File: config.mk
export PLATFORM = sky130hd
export DESIGN_NAME = counter_updown_mod
export DESIGN_NICKNAME = d
export VERILOG_FILES = /design/src/rtl/counter_updown_mod.sv
export SDC_FILE = /design/constraint.sdc
export NUM_CORES = 1
export LEC_CHECK = 0
export BUFFER_PORTS_ARGS = -buffer_cell sky130_fd_sc_hd__buf_2
export CAP_MARGIN = 0
export CELL_PAD_IN_SITES_DETAIL_PLACEMENT = 1
export CELL_PAD_IN_SITES_GLOBAL_PLACEMENT = 2
export CORE_ASPECT_RATIO = 0.9
export CORE_MARGIN = 4
export CORE_UTILIZATION = 21
export DETAILED_ROUTE_END_ITERATION = 12
export PLACE_DENSITY = 0.69
export SYNTH_ARGS = -nofsm -noshare
export SYNTH_HDL_FRONTEND = slang
export SYNTH_SLANG_ARGS = --single-unit
File: constraint.sdc
create_clock -name CLK -period 1.65 [get_ports CLK]
set_input_delay 0.0825 -clock CLK [delete_from_list [all_inputs] [get_ports CLK]]
set_output_delay 0.0825 -clock CLK [all_outputs]
set_load 0.02 [all_outputs]
File: src/rtl/counter_updown_mod.sv
// counter_updown_mod: WIDTH-bit up/down counter with programmable modulus,
// synchronous clamped load, and wrap or saturate behaviour at the count bounds.
module counter_updown_mod #(
  parameter int unsigned     WIDTH    = 32'd4,
  parameter longint unsigned MODULUS  = 64'd16,
  parameter longint unsigned INIT     = 64'd0,
  parameter bit              SATURATE = 1'b0
) (
  input  logic             CLK,
  input  logic             RESET,
  input  logic             CE,
  input  logic             UP,
  input  logic             LOAD,
  input  logic [WIDTH-1:0] LOAD_VAL,
  output logic [WIDTH-1:0] O,
  output logic             TC,
  output logic             WRAP
);

  // Bounds are worked out in 64 bits so MODULUS-1 cannot overflow at WIDTH=32.
  localparam logic [WIDTH-1:0] MAX_VAL  = WIDTH'(MODULUS - 64'd1);
  localparam logic [WIDTH-1:0] INIT_VAL = WIDTH'(INIT);
  localparam logic [WIDTH-1:0] ONE_VAL  = WIDTH'(32'd1);
  localparam logic [WIDTH-1:0] ZERO_VAL = WIDTH'(32'd0);

  if ((WIDTH < 32'd1) || (WIDTH > 32'd32)) begin : g_bad_width
    $error("counter_updown_mod: WIDTH must be in 1..32");
  end
  if ((MODULUS < 64'd2) || (MODULUS > (64'd1 << WIDTH))) begin : g_bad_modulus
    $error("counter_updown_mod: MODULUS must be in 2..2^WIDTH");
  end
  if (INIT >= MODULUS) begin : g_bad_init
    $error("counter_updown_mod: INIT must be below MODULUS");
  end

  logic [WIDTH-1:0] count_r;
  logic [WIDTH-1:0] next_count_s;
  logic             wrap_r;
  logic             next_wrap_s;
  logic             at_max_s;
  logic             at_zero_s;
  logic             at_bound_s;

  assign at_max_s   = (count_r == MAX_VAL);
  assign at_zero_s  = (count_r == ZERO_VAL);
  assign at_bound_s = UP ? at_max_s : at_zero_s;
  assign TC         = CE & at_bound_s;

  // Next-state selection: LOAD beats CE, CE beats hold; RESET is applied in the register.
  always_comb begin
    next_count_s = count_r;
    next_wrap_s  = 1'b0;
    if (LOAD) begin
      if (64'(LOAD_VAL) < MODULUS) begin
        next_count_s = LOAD_VAL;
      end else begin
        next_count_s = MAX_VAL;
      end
    end else if (CE) begin
      case ({UP, at_bound_s})
        2'b10:   next_count_s = count_r + ONE_VAL;
        2'b00:   next_count_s = count_r - ONE_VAL;
        2'b11, 2'b01: begin
          if (SATURATE) begin
            next_count_s = count_r;
          end else begin
            next_count_s = UP ? ZERO_VAL : MAX_VAL;
            next_wrap_s  = 1'b1;
          end
        end
        default: next_count_s = count_r;
      endcase
    end else begin
      next_count_s = count_r;
    end
  end

  // Count and wrap-pulse registers with synchronous reset.
  always_ff @(posedge CLK) begin
    if (RESET) begin
      count_r <= INIT_VAL;
      wrap_r  <= 1'b0;
    end else begin
      count_r <= next_count_s;
      wrap_r  <= next_wrap_s;
    end
  end

  assign O    = count_r;
  assign WRAP = wrap_r;

endmodule
Yosys cells after proc, flatten, opt, wreduce, memory -nomap -nowiden
Index checks and enable logic that the tools add are counted.
Word-level totals
  word-level logic and storage cells: 21
  flip-flop bits (word level): 5
  bits of input ports: 9
  output and inout port bits: 6
Cells by class
  bitwise operators: 2
  muxes and demuxes: 6
  add/subtract/negate cells: 2
  reductions and logical operators: 5
  equal/unequal tests: 4
Operator list (number)
  4-bit two-way mux: 3
  4-bit case mux with 3 select lines: 1
  4-bit by 1-bit adder with 4-bit output (second input constant): 1
  2-bit equality test (second input constant): 2
  4-bit equality test (second input constant): 1
  4-bit zero test: 1
  4-bit by 1-bit subtractor with 4-bit output (second input constant): 1
  3-bit OR reduction: 1
  2-bit by 1-bit equality test with 1-bit output (second input constant): 1
  2-bit zero test: 1
  1-bit two-way mux: 2
  2-bit nonzero test: 1
  2-bit OR reduction: 1
  1-bit bitwise AND: 1
  1-bit inverter: 1

Logic depth before layout (Yosys ltp)
  depth in word-level cells: 7
  mapped depth: 8

Least setup slack after synthesis
No wires, ideal clock.
  kind: register to register
  start: reg count_r[0] (netlist: O[0])
  end: reg count_r[3] (netlist: O[3])
  cell stages (with the launch flop): 9
  period minus slack after synthesis: 1.838 ns
  path buffers: 0
  setup slack: -0.188 ns
  setup time: 0.118 ns
  data required time: 1.532 ns
  arrival time: 1.720 ns
  path through: dfxtp_1 > nor3_4 > a21o_1 > inv_1 > ha_1 > a21oi_2 > mux2i_1 > o2bb2ai_1 > o21ai_1
Between the ends
  word-level cells in the longest chain between the ends: 7
  elaborated cells on any way between the ends: 13
  those cells by class: 2 x add/sub; 4 x eq/ne; 4 x mux; 3 x reduce/logical
RTL lines
  from (decl): line 36  | logic [WIDTH-1:0] count_r;
  from (signal assigned): line 84  | count_r <= next_count_s;
  4-bit equality test or 4-bit zero test (tied branches): line 44, 45
  1-bit two-way mux: line 46  | assign at_bound_s = UP ? at_max_s : at_zero_s;
  2-bit equality test or 2-bit by 1-bit equality test with 1-bit output (tied branches): line 60  | case ({UP, at_bound_s})
  2-bit OR reduction: line 60
  4-bit case mux with 3 select lines (*): line 60
  4-bit two-way mux (*): line 59  | end else if (CE) begin
  4-bit two-way mux (*): line 53  | if (LOAD) begin
Mark *: on every way between the ends. The rest lies on a longest branch, timed or not. The select of a mux whose other input is x is not followed.
A chain may end at the register's enable or synchronous reset.

Worst setup path after layout
Ends and elaborated chain as after synthesis.

==> results.cfg <==
[power]
total_power_uw = 472
ir_drop_uv = 450
leakage_nw = 0.274
power_density_nw_per_um2 = 807

[synth]
ys_async_sr_fraction = 0
yosysTopAreaCell = dfxtp_1
synthFlopType = dfxtp_1
synth_area_um2 = 395
synth_top_area_share = 0.253
ys_ff_latch = 5
ys_top_cells_by_count = 8 x nor2_1, 5 x a21oi_1, 5 x dfxtp_1, 5 x nor3_1, 4 x inv_1
syn-mean-instance-area_um2 = 7.60
synth-edff-count = 0
synth.yosys.seq_area_share = 0.253
synth_cell_types = 25
synthCells = 52
yosysMostFrequentCell = nor2_1
syn_nets = 63
yosysWarnings = 0
yosys-top-cells-area = dfxtp_1 25%, nor2_1 7.6%, a21oi_1 6.3%

[drt]
drtIter0Drc = 8
ant_nets = 0
viasPerCell = 4.56
routed_wl_um = 1190
routedWlPerCell_um = 11.9
first_pass_iters = 2
vias = 456
drc_errors = 0

[timing]
tightest_slew_ns = 0.296
slew_viol_final = 0
fin_tns_setup_ns = -0.0682
finalWorstSetupSlack_ns = -0.0682
period_needed_ns = 1.72
relSlewSlack = 0.803
timing.final.crit_share = 1.04
rsz0062_at_grt = true
finalHoldViolations = 0
setup_viol = 1
final.setup_skew_ns = 0.00120
clock.fmax_mhz = 582

[cts]
cts-root-buf = clkbuf_4
cts_tree = yes
holdBufCountCts = 0
insertion_delay_ns = 0.24
htreeDepth = 1
cts_made_buffers = 3
clock_sinks = 5
clockBufferDepth = 2
clk_pin_slew_ns = 0.04

[place]
hpwlAfterDp_um = 986
dp.cells = 95
gp_congestion = 0.759
postPlaceCellArea_um2 = 548
portBuffers = 14

[setup_path]
crit_type = flip-flop to flip-flop
worstPathRequired_ns = 1.78
crit_path_start_kind = flip-flop
endpoint_kind = flip-flop
arrival_ns = 1.84
crit_path_start = O[0]
reg2reg_slack_ns = -0.07
worstPathMaxFanout = 3
r2r-start = O[0]

[floorplanning]
core-area_um2 = 1730
die_w_um = 53.7
io_pins = 15
die-area_um2 = 2640
initial_utilization = 0.228
num_rows = 14
die_y_um = 49.2

[layout]
n_fill_cell = 233
diodes = 0
design_area_um2 = 586
area_growth_pct = 48.1
drive_above_1_share = 0.421
nets = 88
fin_cells = 100

[job]
cap_violations = 0

[hold_path]
worst_hold_path_type = input pin to flip-flop
hp-start = RESET

[outcome]
violations = setup timing
outcome = finished with violations

[grt]
grt_pass1_wl_um = 2070
track_usage = 0.104
grt_max_degree = 10
antenna_found_initial = 0
grt_pass1_vias = 477
grt_overflow_total = 0
-- worst max-delay path: stages, from the launching register on --
cell and delay, ns:
dfxtp_2 0.33, nor3_4 0.19, a21o_1 0.16, inv_1 0.04
ha_1 0.27, a21oi_2 0.19, mux2i_1 0.21, o2bb2ai_1 0.14
o21ai_1 0.07
-- sequential cells by signal (all words and copies together) (netlist names) --
register and cells:
O 4, WRAP 1
-- layout by cell type (no fill, tap or decap) --
cell type | synthesis | routed
a21o_1 | 3 | 3
a21oi_1 | 5 | 4
a21oi_2 | 1 | 2
a22oi_1 | 1 | 1
and2_1 | 1 | 1
and3_2 | 1 | 1
buf_2 | 1 | 14
buf_4 | 0 | 7
clkbuf_1 | 0 | 1
clkbuf_4 | 0 | 3
dfxtp_1 | 5 | 2
dfxtp_2 | 0 | 2
dfxtp_4 | 0 | 1
fa_1 | 1 | 1
ha_1 | 1 | 1
inv_1 | 4 | 4
mux2i_1 | 1 | 1
nand2_1 | 3 | 3
nand2b_1 | 1 | 1
nor2_1 | 8 | 8
nor2b_1 | 2 | 2
nor3_1 | 5 | 5
nor3_4 | 1 | 1
nor4b_2 | 0 | 1
o21ai_1 | 1 | 1
o21bai_1 | 1 | 1
o221ai_1 | 1 | 1
o2bb2ai_1 | 1 | 1
or2_1 | 1 | 1
xnor2_1 | 1 | 1
-- per-stage QoR --
step                setup slack [ns]   util  hold WS (ns)
detailed placement           -0.0870  0.316         0.319
finish                       -0.0682  0.338        0.0794
floorplan                    -0.0976      -         0.147
CTS                          -0.0904  0.335        0.0699
global placement             -0.0387  0.316         0.316
global route                  -0.185  0.338        0.0878
-- layer usage --
layer / up-vias / GRT usage / share of wire
met2: 11 / 0.141 / 0.42
met4: 0 / 0.0383 / 0
li1: 230 / - / -
met5: - / 0 / 0
met3: 0 / 0.0245 / 0.050
met1: 215 / 0.154 / 0.53
-- logic make-up after synthesis --
logic type / after synthesis / share of synthesized area
mux: 1 / 0.0253
simple gates: 24 / 0.329
compound gates: 14 / 0.237
fa+ha+maj: 2 / 0.0823
flops: 5 / 0.253
buf+inv: 5 / 0.0506
xor+xnor: 1 / 0.0222
-- final timing paths --
path | cells past startpoint | end
worst max-delay path | 8 | O[3]
worst min-delay path | 2 | O[0]
worst max register to register | 8 | O[3]
worst min register to register | 3 | O[3]
-- report_power, final --
group / total (mW) / leakage [nW] / internal (mW) / switching, mW
clock network: 0.138 / 0.0150 / 0.0912 / 0.0472
registers: 0.145 / 0.0425 / 0.133 / 0.0116
logic: 0.189 / 0.216 / 0.0898 / 0.0992
-- cell type report --
cell class | instances | area (um^2) | share of cell area
inverter | 4 | 15.0 | 0.0256
clock buffer | 4 | 26.3 | 0.0449
multi-input combinational | 42 | 285 | 0.487
timing repair buffer | 21 | 123 | 0.209
sequential | 5 | 106 | 0.182
tap | 24 | 30.0 | 0.0513
-- what timing repair did --
item                       in CTS  in global routing
setup endpoints to repair       1                  3
setup buffers                   1                  0
hold endpoints to repair        0                  0
gates resized for setup         0                  1
pin swaps                       5                  1
Note: power is estimated with default switching activity, not from simulation.
